### src/rtl/seg_display_ctrl.sv
// Four-digit seven-segment sequencer: round-robin between gen/live counts, double-dabble BCD, registered active-low segments.
// Optional: define LEADING_ZERO_BLANK_EN to blank leading zero digits (seg4..seg2).
module seg_display_ctrl #(
    parameter int unsigned HOLD_CYCLES = 50_000_000
) (
    input  logic        clk,
    input  logic        rst,
    input  logic [11:0] gen_count,
    input  logic        gen_valid,
    input  logic [11:0] live_count,
    input  logic        live_valid,
    input  logic        freeze,
    output logic [6:0]  seg1,
    output logic [6:0]  seg2,
    output logic [6:0]  seg3,
    output logic [6:0]  seg4,
    output logic        src_sel,
    output logic        busy
);

    localparam int unsigned HW = $clog2(HOLD_CYCLES);
    localparam logic [HW-1:0] HOLD_LAST = HW'(HOLD_CYCLES - 1);
    localparam logic [6:0] BLANK = 7'b1111111;

    typedef enum logic [2:0] {S_IDLE, S_LOAD, S_SHIFT, S_COMMIT, S_HOLD} state_e;

    state_e            state_q, state_d;
    logic              sel_q, sel_d;
    logic              shown_q, shown_d;
    logic [11:0]       val_q, val_d;
    logic [11:0]       sh_q, sh_d;
    logic [15:0]       bcd_q, bcd_d;
    logic [3:0]        bit_q, bit_d;
    logic [HW-1:0]     hold_q, hold_d;
    logic [3:0][6:0]   seg_q, seg_d;

    logic [11:0]       cur_val;
    logic              cur_vld, oth_vld;
    logic [15:0]       bcd_adj;
    logic [27:0]       shifted;

    function automatic logic [6:0] seg7(input logic [3:0] n);
        case (n)
            4'd0:    return 7'b1000000;
            4'd1:    return 7'b1111001;
            4'd2:    return 7'b0100100;
            4'd3:    return 7'b0110000;
            4'd4:    return 7'b0011001;
            4'd5:    return 7'b0010010;
            4'd6:    return 7'b0000010;
            4'd7:    return 7'b1111000;
            4'd8:    return 7'b0000000;
            4'd9:    return 7'b0010000;
            default: return BLANK;
        endcase
    endfunction

    always_comb begin
        cur_val = sel_q ? live_count : gen_count;
        cur_vld = sel_q ? live_valid : gen_valid;
        oth_vld = sel_q ? gen_valid  : live_valid;
        for (int i = 0; i < 4; i++) begin
            bcd_adj[i*4 +: 4] = (bcd_q[i*4 +: 4] >= 4'd5) ? bcd_q[i*4 +: 4] + 4'd3 : bcd_q[i*4 +: 4];
        end
        shifted = {bcd_adj, sh_q} << 1;
    end

    always_comb begin
        state_d = state_q;
        sel_d   = sel_q;
        shown_d = shown_q;
        val_d   = val_q;
        sh_d    = sh_q;
        bcd_d   = bcd_q;
        bit_d   = bit_q;
        hold_d  = hold_q;
        seg_d   = seg_q;
        case (state_q)
            S_IDLE: begin
                // With both pending, alternate; before anything has been shown, gen goes first.
                if (gen_valid && live_valid) begin
                    sel_d   = shown_q ? ~sel_q : 1'b0;
                    shown_d = 1'b1;
                    state_d = S_LOAD;
                end else if (gen_valid || live_valid) begin
                    sel_d   = live_valid;
                    shown_d = 1'b1;
                    state_d = S_LOAD;
                end
            end
            S_LOAD: begin
                val_d   = sel_q ? live_count : gen_count;
                sh_d    = sel_q ? live_count : gen_count;
                bcd_d   = '0;
                bit_d   = '0;
                state_d = S_SHIFT;
            end
            S_SHIFT: begin
                {bcd_d, sh_d} = shifted;
                bit_d         = bit_q + 4'd1;
                if (bit_q == 4'd11) state_d = S_COMMIT;
            end
            S_COMMIT: begin
                seg_d[3] = seg7(bcd_q[15:12]);
                seg_d[2] = seg7(bcd_q[11:8]);
                seg_d[1] = seg7(bcd_q[7:4]);
                seg_d[0] = seg7(bcd_q[3:0]);
`ifdef LEADING_ZERO_BLANK_EN
                if (bcd_q[15:12] == 4'd0) seg_d[3] = BLANK;
                if (bcd_q[15:8]  == 8'd0) seg_d[2] = BLANK;
                if (bcd_q[15:4]  == 12'd0) seg_d[1] = BLANK;
`else
`endif
                state_d = S_HOLD;
            end
            S_HOLD: begin
                if (!cur_vld) begin
                    hold_d = '0;
                    if (oth_vld) begin
                        sel_d   = ~sel_q;
                        state_d = S_LOAD;
                    end else begin
                        state_d = S_IDLE;
                    end
                end else if (cur_val != val_q) begin
                    // Refresh on the same source; hold time already spent is kept.
                    state_d = S_LOAD;
                end else if (hold_q == HOLD_LAST) begin
                    if (!freeze) begin
                        hold_d  = '0;
                        sel_d   = oth_vld ? ~sel_q : sel_q;
                        state_d = S_LOAD;
                    end
                end else begin
                    hold_d = hold_q + HW'(1);
                end
            end
            default: state_d = S_IDLE;
        endcase
    end

    always_ff @(posedge clk) begin
        if (rst) begin
            state_q <= S_IDLE;
            sel_q   <= 1'b0;
            shown_q <= 1'b0;
            val_q   <= '0;
            sh_q    <= '0;
            bcd_q   <= '0;
            bit_q   <= '0;
            hold_q  <= '0;
            seg_q   <= {4{BLANK}};
        end else begin
            state_q <= state_d;
            sel_q   <= sel_d;
            shown_q <= shown_d;
            val_q   <= val_d;
            sh_q    <= sh_d;
            bcd_q   <= bcd_d;
            bit_q   <= bit_d;
            hold_q  <= hold_d;
            seg_q   <= seg_d;
        end
    end

    assign busy    = (state_q == S_LOAD) || (state_q == S_SHIFT) || (state_q == S_COMMIT);
    assign src_sel = sel_q;
    assign seg1    = seg_q[0];
    assign seg2    = seg_q[1];
    assign seg3    = seg_q[2];
    assign seg4    = seg_q[3];

endmodule

### config.mk
export PLATFORM = sky130hd
export DESIGN_NAME = seg_display_ctrl
export DESIGN_NICKNAME = d
export VERILOG_FILES = /design/src/rtl/seg_display_ctrl.sv
export SDC_FILE = /design/constraint.sdc
export NUM_CORES = 1
export LEC_CHECK = 0
export CAP_MARGIN = 20
export CORE_MARGIN = 3
export CORE_UTILIZATION = 50
export DETAILED_ROUTE_END_ITERATION = 16
export GPL_TIMING_DRIVEN = 0
export PLACE_DENSITY = 0.72
export SETUP_SLACK_MARGIN = 0.1
export SKIP_CTS_REPAIR_TIMING = 1
export SYNTH_ARGS = -nofsm -noshare
export SYNTH_HDL_FRONTEND = slang
export SYNTH_SLANG_ARGS = --single-unit
### constraint.sdc
create_clock -name clk -period 5 [get_ports clk]
set_input_delay 1 -clock clk [delete_from_list [all_inputs] [get_ports clk]]
set_output_delay 1 -clock clk [all_outputs]
set_load 0.01 [all_outputs]
; ---- Word-level counts from Yosys, hierarchy flattened
; Memory sizes are Yosys's and may differ from the RTL's. A register that Yosys moved wholly into a read port is not among the register bits.
; Cells that the tools add are included.
; Widths: inputs -> output; s select.
[op_classes]
n_addsub = 6
n_lt_le_gt_ge = 4
n_eq_ne = 16
mux = 34
bitwise_logic = 1
reduce_logical = 12
[op_table]
columns = operator, n
row1 = $mux 26, 4
row2 = $pmux 16 s2, 1
row3 = $add 26x1->26 const B, 1
row4 = $eq 26x26->1 const B, 1
row5 = $mux 3, 8
row6 = $pmux 12 s2, 1
row7 = $ge 4x3->1 const B, 4
row8 = $ne 3x3->1 const B, 5
row9 = $pmux 3 s5, 1
row10 = $mux 1, 13
row11 = $add 4x2->4 const B, 3
row12 = $mux 12, 1
row13 = $mux 4, 3
row14 = $ne 12x12->1, 1
row15 = $ne 4x4->1 const B, 2
row16 = $pmux 4 s2, 1
row17 = $eq 3x2->1 const B, 2
row18 = $reduce_bool 2->1, 3
row19 = $reduce_and 5->1, 1
row20 = $add 4x1->4 const B, 1
row21 = $eq 4x4->1 const B, 1
row22 = $ne 2x2->1 const B, 2
row23 = $reduce_and 4->1, 1
row24 = $add 3x2->3 const B, 1
row25 = 9 further kinds, 11
[totals]
reg_bits = 75
mem_bits_ro = 448
input_bits = 29
output_inout_bits = 30
word_cells = 85
n_memories = 4
[memory_table]
columns = name, depth, word_bits, read_ports, rd_ports_with_merged_regs, wr, line
row1 = (no name shown), 16, 7, 1, 1, 0, 43  ; case (n)
row2 = (no name shown), 16, 7, 1, 1, 0, 43
row3 = (no name shown), 16, 7, 1, 1, 0, 43
row4 = (no name shown), 16, 7, 1, 1, 0, 43

; ---- Longest topological paths before layout
; Gate-level depths: netlist (run 1).
[depth]
depth_word = 7
depth_mapped = 11
depth_no_buf = 8

; ---- Worst setup path after synthesis (run 1)
; OpenSTA, ideal clock, no wires.
[synth_timing]
kind = input port to flip-flop
from = in live_count[1]
to = reg hold_q[25]
setup_ns = 0.120
arrival_time_ns = 2.559
t_required_ns = 4.880
setup_slack_ns = 2.321
path_stages = 9
n_path_buf = 2
path_cell_list = mux2i_1 -> xnor2_1 -> nor4_1 -> and3_1 -> buf_4 -> a21o_4 -> a21oi_4 -> buf_6 -> a211o_1
[synth_between]
elab_chain_cells = 4
[synth_lines]
columns = element, line
row1 = from (decl), 10  ; input logic [11:0] live_count,
row2 = $mux 12, 59  ; cur_val = sel_q ? live_count : gen_count;
row3 = $ne 12x12->1, 125  ; end else if (cur_val != val_q) begin
row4 = $ne 2x2->1 (no source line), -
row5 = $reduce_and 3->1 (no source line), -
row6 = to (signal assigned), 161  ; hold_q <= hold_d;
row7 = to (decl), 34  ; logic [HW-1:0] hold_q, hold_d;
; No other way between the ends.
; A chain may end at the register's enable or synchronous reset.

; ---- Final worst setup path (run 1)
[layout_timing]
from = in live_valid
to = reg hold_q[5]
[layout_between]
elab_chain_cells = 3
word_cells_on_any_way = 5
classes_between = eq/ne (2) / mux (2) / reduce/logical (1)
[layout_lines]
columns = element, line
row1 = from (decl), 11  ; input logic live_valid,
row2 = $mux 1 (*), 60  ; cur_vld = sel_q ? live_valid : gen_valid;
row3 = $ne 3x3->1 (no source line) / $ne 2x2->1 (equally long branches), -
row4 = $reduce_and 3->1 (no source line), -
; Mark *: on every way between the ends. The rest lies on a longest branch, timed or not.

==> results_dict.tcl, run 1 <==
set metrics [dict create \
    antenna_found_initial 0 \
    power.share.switching_pct 29.8 \
    worstPathRequired_ns 5.33 \
    share_comb_of_total_power_pct 21.5 \
    dr.pass1.iters 5 \
    placed_area_um2 6260 \
    met2_wirelength_um 6530 \
    hold_class "register to register" \
    start_kind "input pin" \
    drive_above_1_share_pct 5.94 \
    finalHoldViolations 0 \
    die_h_um 111 \
    routabilityCongestion 0.931 \
    ios 59 \
    grt_pass1_vias 4860 \
    seq_power_share_pct 50.4 \
    fmax_ghz 0.320 \
    cts_sinks 103 \
    p_int_mw 1.28 \
    antenna_cells 0 \
    maxSlewViolCount 0 \
    grt-ovfl-total 0 \
    tightest_slew_ns 0.876 \
    netlist_instances 669 \
    path_clk_slew_ns 0.09 \
    synth_area_um2 5510 \
    avgRoutedWirePerCell_um 15.8 \
    async_flop_share_pct 0 \
    track_usage_pct 22.7 \
    finalSetupTns_ns 0 \
    die_x_um 111 \
    row_count 37 \
    dp_hpwl_um 10300 \
    min_period_over_period_pct 62.5 \
    worstSetupPathType "input pin to register" \
    crit_buf_inv 2 \
    ant_nets 0 \
    rsz0062_at_grt "false" \
    ys_warn_count 0 \
    pre_cts_ws_ns 1.45 \
    met3_length_um 731 \
    synthDistinctLibCells 54 \
    cts_max_path_buffers 2 \
    multi_input_area_um2 3180 \
    die-area_um2 12300 \
    num-fill-cells 925 \
    yosysSeqAreaShare_pct 37.4 \
    critical_path.endpoint_type "register" \
    setup_viol 0 \
    crit_fanout 10 \
    max_slew_margin_pct 41.5 \
    numPortBuffers 58 \
    wl_met1_um 6420 \
    core_area_um2 10500 \
    max-vdd-ir-drop_uv 178 \
    synth_nets 720 \
    vias_per_cell 5.88 \
    status "completed" \
    synth_seq_cells 103 \
    finalCoreUtilization_pct 61.4 \
    drv_cap 0 \
    cts_max_level 3 \
    cp.arrival_ns 3.46 \
    cts_root_buf "clkbuf_8" \
    finalInstanceArea_um2 6450 \
    p_per_area_nw_per_um2 282 \
    period_needed_ns 3.13 \
    cts_buffers 9 \
    area_growth_pct 17.0 \
    first_iter_violations 421 \
    power.switching_mw 0.543 \
    cp_cell_sequence "clkdlybuf4s50_1 -> mux2i_1 -> nor3_1 -> clkbuf_1 -> nand3_1 -> o31ai_1 -> a21o_1" \
    layout_setup_ws_ns 1.87 \
    grt_max_degree 17 \
    drc 0 \
    clockPowerShare_pct 28.1 \
    crit_family "buffers and inverters" \
    synth_ff_type "dfxtp_1" \
    highest_layer "met4" \
    grt_pass1_wl_um 23400 \
    skew_ns 0.0113 \
    slowest_stage "nor3_1" \
    wl_um 13900 \
    vias 5154 \
    seq_area_um2 2060 \
    cts_tree "built" \
    final_nets 789 \
    postSynthAreaPerCell_um2 8.24 \
    synth_edf_count 0 \
    worstSkewPairLatency_ns 0.38 \
    max_stage_delay_ns 0.77 \
    p_leak_nw 2.35 \
    start_util_pct 52.5 \
]
-- layout make-up --
type | count | share of cell area [%]
Tap cell | 136 | 2.64
Multi-Input combinational cell | 503 | 49.3
Clock inverter | 5 | 0.951
Clock buffer | 9 | 1.92
Sequential cell | 103 | 32.0
Timing Repair Buffer | 58 | 9.00
Buffer | 45 | 3.14
Inverter | 18 | 1.05
-- path summary, 6_finish.rpt --
kind | start | slack, ns | cells past startpoint | end
setup / recovery | live_valid | 1.87 | 7 | hold_q[5]
hold / removal | seg1[5] | 0.47 | 2 | seg1[5]
setup reg to reg | src_sel | 2.19 | 11 | hold_q[14]
hold reg to reg | seg1[5] | 0.47 | 2 | seg1[5]
-- power by group through the flow --
stage | Clock (mW) | Sequential, mW | Combinational [mW]
3_3_place_gp | 0 | 0.934 | 0.383
2_1_floorplan | 0 | 0.938 | 0.238
6_report | 0.513 | 0.918 | 0.391
3_5_place_dp | 0 | 0.936 | 0.392
5_1_grt | 0.558 | 0.925 | 0.435
4_1_cts | 0.526 | 0.917 | 0.393
-- registers in the layout (all words and copies together), names as in the netlist --
name     count
seg3         7
hold_q      26
state_q      3
seg4         7
seg2         7
src_sel      1
val_q       12
sh_q        12
shown_q      1
bit_q        4
bcd_q       16
seg1         7
-- Yosys cell counts (all sizes together), types with 4 or more instances --
master,instances,share of area (%)
o211ai,4,0.54
dfxtp,103,37
o21ai,39,3.5
a22oi,13,1.8
buf,8,1.2
a211o,8,1.4
a31oi,4,0.45
a221oi,12,1.9
nand2b,18,2.0
o31ai,15,2.0
mux2,5,1.0
a221o,4,0.73
or2,4,0.45
a21o,10,1.5
nor4,6,0.79
o21a,4,0.54
nor3,10,0.91
inv,18,1.2
nand3,25,2.3
nand4,7,0.79
a211oi,11,1.5
o22ai,6,0.68
mux2i,17,3.1
nor2,80,5.4
o311ai,12,1.9
nand2,55,3.8
nand3b,6,0.82
ha,22,5.0
and3,17,2.0
a21oi,47,4.5
clkbuf,37,2.5
xnor2,20,3.2
-- routing by layer --
metal  vias up  global-route usage (%)
met2       143                    37.9
met1      2437                    29.9
met5         -                       0
li1       2560                       -
met4         0                    5.75
met3        14                    4.86
-- worst min-delay path: stages, from the launching register on --
cell and delay [ns]:
dfxtp_1 0.33, a21oi_1 0.06, o31ai_1 0.05
-- layout by cell type (no fill, tap or decap), types with 5 or more instances in the layout --
cell type,synthesis,final
mux2i_1,17,17
nand3_1,25,25
o31ai_1,15,15
nor2_1,80,80
a221oi_1,12,12
nor4_1,5,5
nand3b_1,6,6
nand2_1,54,54
a211o_2,7,7
nand2b_1,18,18
ha_1,22,22
a211oi_1,11,11
xnor2_1,20,20
inv_1,18,18
a21o_1,9,9
nor3_1,10,10
clkbuf_1,37,37
o311ai_0,12,12
nand4_1,7,7
mux2_2,5,5
and3_1,16,16
o22ai_1,6,6
clkdlybuf4s50_1,0,58
o21ai_0,39,39
a22oi_1,13,13
clkbuf_8,0,9
a21oi_1,46,46
dfxtp_1,103,103
-- logic make-up (layout without fill, tap and decap cells) --
kind of cell | count (synthesis) | count (layout) | share of synthesized area, %
and+or+nand+nor | 246 | 246 | 21.8
AOI/OAI and AO/OA | 193 | 193 | 23.6
DFF | 103 | 103 | 37.4
buffers and inverters | 63 | 135 | 4.90
adders and majority gates | 22 | 22 | 4.99
muxes | 22 | 22 | 4.11
xor gates and xnor gates | 20 | 20 | 3.18
-- stage by stage --
step / total power [mW] / std cells / hold slack [ns]
2_1_floorplan: 1.18 / 669 / 0.436
3_3_place_gp: 1.32 / 863 / 0.451
3_5_place_dp: 1.33 / 863 / 0.456
4_1_cts: 1.84 / 877 / 0.475
5_1_grt: 1.92 / 877 / 0.499
6_report: 1.82 / 877 / 0.472
Power figures use the tool's default switching activity.
==> run 2: changes to the inputs <==
clock period = 3.28 ns   (was 5 ns; I/O delays follow)
==> results of run 2 <==
Same layout as run 1 (identical final DEF). Status: completed.
Main changes from that run: setup slack after placement 1.45 ns -> 0.0786 ns; clock-pin slew on the worst setup and hold paths 0.09 ns -> 0.10 ns; setup slack after layout 1.87 ns -> 0.475 ns; start point of the critical path live_valid -> src_sel; end point of the critical path hold_q[5] -> hold_q[14]; register-to-register setup slack 2.19 ns -> 0.47 ns; total power 1.82 mW -> 2.78 mW; worst IR drop on VDD 178 uV -> 271 uV
==> run 3: changes to the inputs <==
PLACE_DENSITY = 0.75   (was 0.72)
==> run 3 against run 2 <==
Critical path depth unchanged. Register-to-register slack got worse by 0.05 ns. Sequential cell count unchanged. Sequential share of layout area about the same. Cell area increased by 0.16%. Non-clock buffer count unchanged. Cell count increased by 0.23%. Hold slack improved by 0.0039 ns. Total power increased by 0.34%. Die area unchanged. Utilization increased by 0.095 points. Critical path type unchanged.
==> results_dict.tcl, run 3 (same netlist as run 1, synthesis figures left out) <==
set metrics [dict create \
    critical_path.endpoint_type "register" \
    reg2reg_to "hold_q[12]" \
    worstReg2RegStart "src_sel" \
    min_period_over_period_pct 87.1 \
    finalSetupTns_ns 0 \
    ant_nets 0 \
    cp_cell_sequence "buf_6 -> buf_6 -> mux2i_1 -> xnor2_1 -> nor4_1 -> and3_1 -> buf_4 -> nand4_1 -> clkbuf_1 -> o31ai_1 -> a21o_1" \
    drv_cap 0 \
    finalHoldViolations 0 \
    period_needed_ns 2.86 \
    cts_root_buf "clkbuf_8" \
    slowest_stage "mux2i_1" \
    first_iter_violations 386 \
    cts_tree "built" \
    skew_ns 0.00839 \
    crit_family "buffers and inverters" \
    antenna_found_initial 0 \
    track_usage_pct 22.4 \
    top_regs "hold_q x26, bcd_q x16" \
    mostFrequentLayoutCell "dfxtp_1" \
    p_int_mw 1.95 \
    top_register "hold_q" \
    power.share.switching_pct 29.8 \
    num-fill-cells 923 \
    dp_hpwl_um 10200 \
    cp.arrival_ns 3.18 \
    fmax_ghz 0.350 \
    worstSetupPathType "register to register" \
    layout_common_cells "dfxtp_1 (103), nor2_1 (80), clkdlybuf4s50_1 (58)" \
    area_growth_pct 17.2 \
    routabilityCongestion 0.918 \
    path_clk_slew_ns 0.10 \
    avgRoutedWirePerCell_um 15.6 \
    finalPower_mw 2.79 \
    tightest_slew_ns 0.906 \
    maxSlewViolCount 0 \
    finalCoreUtilization_pct 61.5 \
    worstPathRequired_ns 3.60 \
    rsz0062_at_grt "false" \
    cts_buffers 9 \
    layout_setup_ws_ns 0.423 \
    p_per_area_nw_per_um2 431 \
    wl_um 13700 \
    cts_sinks 103 \
    cts_max_path_buffers 2 \
    crit_cells 11 \
    row_count 37 \
    cts_max_level 3 \
    grt_pass1_wl_um 23500 \
    status "completed" \
    finalNonFillerCells 879 \
    start_util_pct 52.5 \
    p_leak_nw 2.36 \
    hold_class "register to register" \
    max-vdd-ir-drop_uv 308 \
    dr.pass1.iters 5 \
    vias 5174 \
    power.switching_mw 0.831 \
    largest_register_ff_count 26 \
    ios 59 \
    vias_per_cell 5.89 \
    grt_max_degree 17 \
    worstSkewPairLatency_ns 0.37 \
    numPortBuffers 58 \
    r2r_slack_ns 0.42 \
    pre_cts_ws_ns 0.159 \
    die_x_um 111 \
    max_slew_margin_pct 39.4 \
    max_stage_delay_ns 0.40 \
    drc 0 \
    crit_fanout 10 \
    final_nets 789 \
    endpoint "hold_q[12]" \
    share_comb_of_total_power_pct 21.4 \
    core_area_um2 10500 \
    grt-ovfl-total 0 \
    start_kind "register" \
    crit_start "src_sel" \
    cp_common_cell "buf_6" \
    clockPowerShare_pct 28.3 \
    drive_above_1_share_pct 6.19 \
    dp.cells 863 \
    die-area_um2 12300 \
    seq_power_share_pct 50.3 \
    grt_pass1_vias 4943 \
    crit_buf_inv 4 \
    setup_viol 0 \
    antenna_cells 0 \
    die_h_um 111 \
    rr_worst_depth 11 \
]
run 3: cell types whose count changed in the layout (fill, tap and decap cells not counted):
cell | previous run | this run
clkbuf_1 | 37 | 38
clkinv_2 | 0 | 3
clkinvlp_4 | 3 | 1
nor4_1 | 5 | 4
nor4_2 | 1 | 2
run 3: per-stage QoR:
step	hold WS, ns	cell area (um^2)
after floorplan	0.436	5510
after global placement	0.451	6260
after detailed placement	0.458	6260
after CTS	0.480	6450
after global routing	0.502	6460
final	0.476	6460
run 3: power groups by stage:
stage / combinational (mW) / clock (mW) / sequential (mW)
2_1_floorplan: 0.363 / 0 / 1.43
3_3_place_gp: 0.579 / 0 / 1.42
3_5_place_dp: 0.593 / 0 / 1.43
4_1_cts: 0.594 / 0.799 / 1.40
5_1_grt: 0.668 / 0.852 / 1.41
6_report: 0.597 / 0.788 / 1.40
run 3: worst min-delay path by stage:
stage	depth (start not counted)	slack, ns	to	startpoint
6_report	2	0.48	seg1[0]	seg1[0]
5_1_grt	2	0.50	val_q[0]	val_q[0]
4_1_cts	2	0.48	seg3[6]	seg3[6]
3_5_place_dp	2	0.46	seg3[6]	seg3[6]
3_3_place_gp	2	0.45	seg3[6]	seg3[6]
2_1_floorplan	2	0.44	sh_q[0]	sh_q[0]
run 3: final cells by class:
class | count | area, um^2 | share of cell area [%]
multi-input combinational | 503 | 3190 | 49.3
sequential | 103 | 2060 | 31.9
timing repair buffer | 58 | 581 | 8.99
buffer | 45 | 203 | 3.14
tap | 136 | 170 | 2.63
clock buffer | 10 | 128 | 1.98
inverter | 18 | 67.6 | 1.05
clock inverter | 6 | 61.3 | 0.949
run 3: worst reg2reg max path, delay by kind of cell (launching register included):
kind / cells / cell delay [ns]
flip-flops: 1 / 0.39
XOR/XNOR: 1 / 0.14
multiplexers: 1 / 0.41
AND/OR/NAND/NOR: 3 / 0.64
buffers and inverters: 4 / 0.80
AO/OA/AOI/OAI: 2 / 0.43
run 3: metal layers:
layer	global-route usage (%)	up-vias	share of wire (%)
met3	4.09	19	5.3
met2	36.9	160	47
met4	6.49	0	1.7
met1	30.0	2440	46
li1	-	2555	-
met5	0	-	0
